<file path="src/rtl/fx_add_sub_pipe_pkg.sv">
// Shared constants and width helpers for the fixed-point add/sub pipeline.
package fx_add_sub_pkg;

    typedef enum logic {
        RND_TRUNC   = 1'b0,
        RND_HALF_UP = 1'b1
    } round_mode_e;

    typedef enum logic {
        OVF_WRAP = 1'b0,
        OVF_SAT  = 1'b1
    } ovf_mode_e;

    localparam int LATENCY_MIN = 1;
    localparam int LATENCY_MAX = 16;

    function automatic int imax(input int a, input int b);
        return (a > b) ? a : b;
    endfunction

    // Fractional bits once both operands share a binary point.
    function automatic int aligned_frac(input int frac_1, input int frac_2);
        return imax(frac_1, frac_2);
    endfunction

    // Common operand width: widest integer part plus the aligned fraction.
    function automatic int aligned_w(input int w_1, input int frac_1,
                                     input int w_2, input int frac_2);
        return imax(w_1 - frac_1, w_2 - frac_2) + aligned_frac(frac_1, frac_2);
    endfunction

    // Sum/difference width: one guard bit above the aligned width.
    function automatic int internal_w(input int w_1, input int frac_1,
                                      input int w_2, input int frac_2);
        return aligned_w(w_1, frac_1, w_2, frac_2) + 1;
    endfunction

    // Requantisation width: room for the rounding carry, LSB padding and a sign
    // bit above the output range so the range compare is exact.
    function automatic int requant_w(input int in_w, input int in_frac,
                                     input int out_w, input int out_frac);
        return imax(in_w + 1 + imax(out_frac - in_frac, 0), out_w) + 1;
    endfunction

    function automatic longint out_max(input int out_w);
        return (longint'(1) <<< (out_w - 1)) - longint'(1);
    endfunction

    function automatic longint out_min(input int out_w);
        return -(longint'(1) <<< (out_w - 1));
    endfunction

    // Half of the output LSB expressed in input LSBs; zero when no bits drop.
    function automatic longint half_lsb(input int drop);
        if (drop > 0) begin
            return longint'(1) <<< (drop - 1);
        end
        return longint'(0);
    endfunction

endpackage

</file>
<file path="src/rtl/fx_add_sub_pipe_if.sv">
// Sample/result bus of the fixed-point add/sub pipeline.
interface fx_add_sub_pipe_if #(
    parameter int IN1_W     = 13,
    parameter int IN2_W     = 13,
    parameter int OUT_W     = 12,
    parameter int OVF_CNT_W = 8
);
    logic                    i_valid;
    logic signed [IN1_W-1:0] i_data_1;
    logic signed [IN2_W-1:0] i_data_2;
    logic                    i_sub;
    logic                    i_round;
    logic                    i_sat;
    logic                    i_ovf_clr;
    logic                    o_valid;
    logic signed [OUT_W-1:0] o_data;
    logic                    o_ovf;
    logic [OVF_CNT_W-1:0]    o_ovf_cnt;

    modport master (
        output i_valid, i_data_1, i_data_2, i_sub, i_round, i_sat, i_ovf_clr,
        input  o_valid, o_data, o_ovf, o_ovf_cnt
    );

    modport slave (
        input  i_valid, i_data_1, i_data_2, i_sub, i_round, i_sat, i_ovf_clr,
        output o_valid, o_data, o_ovf, o_ovf_cnt
    );
endinterface

</file>
<file path="src/rtl/fx_requant.sv">
// Combinational requantisation: round/truncate, range check, saturate or wrap.
module fx_requant
    import fx_add_sub_pkg::*;
#(
    parameter int IN_W     = 15,
    parameter int IN_FRAC  = 10,
    parameter int OUT_W    = 12,
    parameter int OUT_FRAC = 9
) (
    input  logic signed [IN_W-1:0]  din,
    input  logic                    round,
    input  logic                    sat,
    output logic signed [OUT_W-1:0] dout,
    output logic                    ovf
);
    localparam int RW   = requant_w(IN_W, IN_FRAC, OUT_W, OUT_FRAC);
    localparam int PAD  = imax(OUT_FRAC - IN_FRAC, 0);
    localparam int DROP = imax(IN_FRAC - OUT_FRAC, 0);

    localparam logic signed [RW-1:0] HALF  = RW'(half_lsb(DROP));
    localparam logic signed [RW-1:0] MAX_C = RW'(out_max(OUT_W));
    localparam logic signed [RW-1:0] MIN_C = RW'(out_min(OUT_W));

    logic signed [RW-1:0] ext;
    logic signed [RW-1:0] inc;
    logic signed [RW-1:0] scaled;
    logic                 hi;
    logic                 lo;

    // Scale to the output binary point, then clamp or wrap out-of-range values.
    always_comb begin
        ext = {{(RW-IN_W){din[IN_W-1]}}, din};
        inc = '0;
        if (round_mode_e'(round) == RND_HALF_UP) begin
            inc = HALF;
        end
        // Only one of DROP/PAD is non-zero, so a single expression covers both.
        scaled = ((ext + inc) >>> DROP) <<< PAD;
        hi     = scaled > MAX_C;
        lo     = scaled < MIN_C;
        ovf    = hi | lo;
        dout   = scaled[OUT_W-1:0];
        if (ovf && (ovf_mode_e'(sat) == OVF_SAT)) begin
            dout = hi ? MAX_C[OUT_W-1:0] : MIN_C[OUT_W-1:0];
        end
    end

endmodule

</file>
<file path="src/rtl/fx_add_sub_pipe.sv">
// Pipelined signed fixed-point adder/subtractor with requantisation,
// overflow flagging and a saturating overflow counter.
module fx_add_sub_pipe
    import fx_add_sub_pkg::*;
#(
    parameter int IN1_W     = 13,
    parameter int IN1_FRAC  = 10,
    parameter int IN2_W     = 13,
    parameter int IN2_FRAC  = 10,
    parameter int OUT_W     = 12,
    parameter int OUT_FRAC  = 9,
    parameter int LATENCY   = 2,
    parameter int OVF_CNT_W = 8
) (
    input  logic              i_clk,
    input  logic              i_rst,
    fx_add_sub_pipe_if.slave  bus
);
    localparam int F  = aligned_frac(IN1_FRAC, IN2_FRAC);
    localparam int SW = internal_w(IN1_W, IN1_FRAC, IN2_W, IN2_FRAC);

    if ((LATENCY < LATENCY_MIN) || (LATENCY > LATENCY_MAX)) begin : g_latency_check
        $error("fx_add_sub_pipe: LATENCY must lie in 1..16");
    end

    logic signed [SW-1:0]    op_1;
    logic signed [SW-1:0]    op_2;
    logic signed [SW-1:0]    arith;
    logic signed [OUT_W-1:0] rq_data;
    logic                    rq_ovf;

    // Align both operands to the common binary point and form the exact result.
    always_comb begin
        op_1  = {{(SW-IN1_W){bus.i_data_1[IN1_W-1]}}, bus.i_data_1} << (F - IN1_FRAC);
        op_2  = {{(SW-IN2_W){bus.i_data_2[IN2_W-1]}}, bus.i_data_2} << (F - IN2_FRAC);
        arith = bus.i_sub ? (op_1 - op_2) : (op_1 + op_2);
    end

    fx_requant #(
        .IN_W     (SW),
        .IN_FRAC  (F),
        .OUT_W    (OUT_W),
        .OUT_FRAC (OUT_FRAC)
    ) u_requant (
        .din  (arith),
        .round(bus.i_round),
        .sat  (bus.i_sat),
        .dout (rq_data),
        .ovf  (rq_ovf)
    );

    // Element s is the input of stage s; element LATENCY is the pipeline output.
    logic                    vld_c  [LATENCY+1];
    logic                    ovf_c  [LATENCY+1];
    logic signed [OUT_W-1:0] data_c [LATENCY+1];
    logic                    vld_q  [LATENCY];
    logic                    ovf_q  [LATENCY];
    logic signed [OUT_W-1:0] data_q [LATENCY];

    assign vld_c[0]  = bus.i_valid;
    assign ovf_c[0]  = rq_ovf;
    assign data_c[0] = rq_data;

    for (genvar s = 0; s < LATENCY; s++) begin : g_stage
        // Valid always advances; payload moves only with a valid sample.
        always_ff @(posedge i_clk) begin
            if (i_rst) begin
                vld_q[s]  <= 1'b0;
                ovf_q[s]  <= 1'b0;
                data_q[s] <= '0;
            end else begin
                vld_q[s] <= vld_c[s];
                if (vld_c[s]) begin
                    ovf_q[s]  <= ovf_c[s];
                    data_q[s] <= data_c[s];
                end
            end
        end

        assign vld_c[s+1]  = vld_q[s];
        assign ovf_c[s+1]  = ovf_q[s];
        assign data_c[s+1] = data_q[s];
    end

    logic [OVF_CNT_W-1:0] cnt_q;
    logic                 cnt_inc;

    assign cnt_inc = vld_c[LATENCY] & ovf_c[LATENCY];

    // Saturating overflow counter; a clear that meets an increment lands on 1.
    always_ff @(posedge i_clk) begin
        if (i_rst) begin
            cnt_q <= '0;
        end else if (bus.i_ovf_clr) begin
            cnt_q <= cnt_inc ? OVF_CNT_W'(1) : '0;
        end else if (cnt_inc && (cnt_q != '1)) begin
            cnt_q <= cnt_q + OVF_CNT_W'(1);
        end
    end

    assign bus.o_valid   = vld_c[LATENCY];
    assign bus.o_data    = data_c[LATENCY];
    assign bus.o_ovf     = ovf_c[LATENCY];
    assign bus.o_ovf_cnt = cnt_q;

endmodule
</file>
<file path="src/flat_wrapper.sv">
// flat-port wrapper written by rule: the top's interface ports become plain ports
module fx_add_sub_pipe_flat import fx_add_sub_pkg::*;
#(
    parameter int IN1_W     = 13,
    parameter int IN1_FRAC  = 10,
    parameter int IN2_W     = 13,
    parameter int IN2_FRAC  = 10,
    parameter int OUT_W     = 12,
    parameter int OUT_FRAC  = 9,
    parameter int LATENCY   = 2,
    parameter int OVF_CNT_W = 8
)
  (i_clk, i_rst, bus_i_valid, bus_i_data_1, bus_i_data_2, bus_i_sub, bus_i_round, bus_i_sat, bus_i_ovf_clr, bus_o_valid, bus_o_data, bus_o_ovf, bus_o_ovf_cnt);
  fx_add_sub_pipe_if #(.IN1_W(IN1_W), .IN2_W(IN2_W), .OUT_W(OUT_W), .OVF_CNT_W(OVF_CNT_W)) bus_i ();
  input  logic i_clk;
  input  logic i_rst;
  input wire logic [$bits(bus_i.i_valid)-1:0] bus_i_valid;
  input wire logic [$bits(bus_i.i_data_1)-1:0] bus_i_data_1;
  input wire logic [$bits(bus_i.i_data_2)-1:0] bus_i_data_2;
  input wire logic [$bits(bus_i.i_sub)-1:0] bus_i_sub;
  input wire logic [$bits(bus_i.i_round)-1:0] bus_i_round;
  input wire logic [$bits(bus_i.i_sat)-1:0] bus_i_sat;
  input wire logic [$bits(bus_i.i_ovf_clr)-1:0] bus_i_ovf_clr;
  output wire logic [$bits(bus_i.o_valid)-1:0] bus_o_valid;
  output wire logic [$bits(bus_i.o_data)-1:0] bus_o_data;
  output wire logic [$bits(bus_i.o_ovf)-1:0] bus_o_ovf;
  output wire logic [$bits(bus_i.o_ovf_cnt)-1:0] bus_o_ovf_cnt;
  assign bus_i.i_valid = bus_i_valid;
  assign bus_i.i_data_1 = bus_i_data_1;
  assign bus_i.i_data_2 = bus_i_data_2;
  assign bus_i.i_sub = bus_i_sub;
  assign bus_i.i_round = bus_i_round;
  assign bus_i.i_sat = bus_i_sat;
  assign bus_i.i_ovf_clr = bus_i_ovf_clr;
  assign bus_o_valid = bus_i.o_valid;
  assign bus_o_data = bus_i.o_data;
  assign bus_o_ovf = bus_i.o_ovf;
  assign bus_o_ovf_cnt = bus_i.o_ovf_cnt;
  fx_add_sub_pipe #(.IN1_W(IN1_W), .IN1_FRAC(IN1_FRAC), .IN2_W(IN2_W), .IN2_FRAC(IN2_FRAC), .OUT_W(OUT_W), .OUT_FRAC(OUT_FRAC), .LATENCY(LATENCY), .OVF_CNT_W(OVF_CNT_W)) u_core (.i_clk(i_clk), .i_rst(i_rst), .bus(bus_i));
endmodule
</file>
<file path="config.mk">
export PLATFORM = sky130hd
export DESIGN_NAME = fx_add_sub_pipe_flat
export DESIGN_NICKNAME = d
export VERILOG_FILES = /design/src/rtl/fx_add_sub_pipe_pkg.sv /design/src/rtl/fx_add_sub_pipe_if.sv /design/src/rtl/fx_requant.sv /design/src/rtl/fx_add_sub_pipe.sv /design/src/flat_wrapper.sv
export SDC_FILE = /design/constraint.sdc
export NUM_CORES = 1
export LEC_CHECK = 0
export CAP_MARGIN = 10
export CORE_MARGIN = 4
export CORE_UTILIZATION = 34
export CTS_CLUSTER_SIZE = 40
export DETAILED_ROUTE_END_ITERATION = 10
export SETUP_SLACK_MARGIN = 0.2
export SLEW_MARGIN = 40
export SYNTH_ARGS = -nofsm -noshare
export SYNTH_HDL_FRONTEND = slang
export SYNTH_SLANG_ARGS = --single-unit
</file>
<file path="constraint.sdc">
create_clock -name i_clk -period 8.1 [get_ports i_clk]
set_input_delay 1.62 -clock i_clk [delete_from_list [all_inputs] [get_ports i_clk]]
set_output_delay 1.62 -clock i_clk [all_outputs]
set_load 0.005 [all_outputs]
</file>
==> out/metrics.cfg <==
[timing]
holdWs_ns=0.5000
setup_tns_ns=0
rsz0062_at_grt=false
fin_ws_ns=2.087
final_max_slew_viol_count=0
hold_viol=0
fmax_mhz=166.3
max_slew.worst_pin.slew_ns=0.7669
fin_crit_sh_pct=74.23
finalCriticalPeriod_ns=6.013
setup_viol=0
slew_headroom_pct=48.65
finalClockSkew_ns=0.003706

[logic_synthesis]
syn_avg_cell_area_um2=9.037
synth-seq-area-share_pct=34.03
synth_edf_count=26
netlist_area_um2=2883
ys_warn_count=0
synth-seq-cells=36
synth_area_leaders=edfxtp_1, dfxtp_1, ha_1, xnor2_1, nor2_1
syn-num-nets=369
ys_types=56
async_flop_share_pct=0
synth_top_area_share_pct=27.08
yosysTopAreaCell=edfxtp_1
synth_cells=319
ys.flop_type=edfxtp_1

[clocking]
cts_resized=0
insertion_delay_ns=0.27
cts_hold_buf=0
cts_buffers=5
cts.sinks=36
cts_root_buf=clkbuf_8
tritoncts=built
htreeDepth=2
clockBufferDepth=2
post_cts_buffers=0
clkTransAtPathRegs_ns=0.06

[placed_design]
place_inst=454
place_ws_ns=1.845
io_buffer_count=54
dp_hpwl_um=4711
place_congestion=0.8625

[critical_path]
critPathSlowestCell=or4_1
critical-path-max-stage-delay_ns=0.54
crit_chain=clkdlybuf4s50_1 -> nor4_1 -> and2_1 -> nor2_1 -> xnor2_1 -> ha_1 -> a21oi_2 -> nand2_1 -> o211ai_1 -> nand4_1 -> or3_1 -> or4_1 -> a21bo_1 -> o211a_2 -> o41ai_1
critPathKind=primary input to flip-flop
required_ns=8.17
cp.arrival_ns=6.08
reg2reg_depth=8
cp-end-kind=flip-flop
worstSetupStartpointType=primary input
cp_max_fo=11

[final_layout]
area_growth_pct=21.09
final_cell_mix=clkdlybuf4s50_1, nor2_1, edfxtp_1, a21oi_1, xnor2_1
layout_commonest_cell=clkdlybuf4s50_1
final_cells=462
drive_gt1_share_pct=6.443
finalNetCount=406
diodes=0

[die]
die_h_um=100.1
rows=33
die_w_um=100.1
ioPinCount=55
die_area_um2=10020
initial_core_util_pct=35.08
core_um2=8217

[routing]
drtAntennaViolNets=0
drtIter0Drc=86
dr.pass1.iters=4
wl_per_cell_um=12.30
num_vias=2302
drc=0
postRouteWirelength_um=5681
vias_per_cell=4.983

[grt]
grt-ovfl-total=0
grt_max_degree=15
antenna_found_initial=0
grt_pass1_vias=2168
grt_pass1_wl_um=9563
grt.total_usage_pct=11.59

[pwr]
power.leakage_nw=1.313
irDropWorstVdd_v=0.00005194
p_total_w=0.0005497
powerDensity_nw_per_um2=157.5

[worst_hold_path]
hold_depth=2
hold_class=flip-flop to flip-flop

[flow_run]
max_cap_violations=0

[status]
status=completed

[power by group]
| group | internal [W] | switching (W) |
|---|---|---|
| registers | 0.000216 | 0.00000303 |
| clock network | 0.0000680 | 0.0000543 |
| logic | 0.0000916 | 0.000117 |
[cells in the mapped netlist, types with 4 or more instances]
cell	number
dfxtp_1	10
ha_1	16
nor3_1	7
clkbuf_1	7
or3_1	6
o211ai_1	7
a21oi_1	20
o31ai_1	7
nor2_1	32
nand2b_1	5
a211oi_1	7
or2_2	4
xor2_1	9
o21ai_0	11
nand2_1	18
inv_1	12
and2_1	17
edfxtp_1	26
nand3_1	7
nand4_1	5
buf_4	12
xnor2_1	19
[cell families (layout without fill, tap and decap cells)]
family                   Yosys count  in the layout  share of synthesized area (%)
adder cells (fa/ha/maj)           17             17                          7.639
XOR/XNOR                          28             28                          8.507
AO/OA/AOI/OAI                     80             80                          19.97
AND/OR/NAND/NOR                  119            119                          21.83
buffers and inverters             36             74                          6.901
flip-flops                        36             36                          34.03
multiplexers                       3              3                          1.128
[metal layers]
metal / up-vias / part of all wire, % / global-route usage, %
li1: 1227 / - / -
met1: 1006 / 47 / 14.90
met2: 62 / 46 / 19.45
met3: 7 / 5.8 / 2.641
met4: 0 / 1.4 / 3.523
met5: - / 0 / 0
[per-stage QoR]
stage | utilization [%] | cell area [um^2]
6_report | 42.49 | 3491
5_1_grt | 42.49 | 3491
4_1_cts | 42.49 | 3491
3_5_place_dp | 41.39 | 3401
3_3_place_gp | 41.39 | 3401
2_1_floorplan | - | 2883
[critical path, delay by kind of cell]
kind            cells  cell delay (ns)
xor+xnor            1             0.15
fa+ha+maj           1             0.37
buf+inv             1             0.48
compound gates      5             1.30
simple gates        7             2.19
[sequential cells by signal, indices dropped and copies added (netlist names)]
register              flops
u_core.vld_q              2
u_core.data_q            24
u_core.ovf_q              2
u_core.bus.o_ovf_cnt      8
[cell type report]
cell class / instances / area, um^2
clock buffers: 7 / 86.33
clock inverters: 1 / 3.754
fillers: 815 / 4726
well taps: 105 / 131.4
inverters: 12 / 45.04
multi-input cells: 247 / 1703
flip-flops and latches: 36 / 980.9
repair buffers: 54 / 540.5
[final timing paths]
kind	end	slack, ns	from
max reg2reg	u_core.bus.o_ovf_cnt[5]	6.18	u_core.bus.o_ovf_cnt[0]
max	u_core.data_q[0][1]	2.09	bus_i_data_2[3]
min	u_core.bus.o_ovf_cnt[5]	0.50	u_core.bus.o_ovf_cnt[5]
min reg2reg	u_core.bus.o_ovf_cnt[5]	0.50	u_core.bus.o_ovf_cnt[5]
Note: power is estimated with default switching activity, not from simulation.
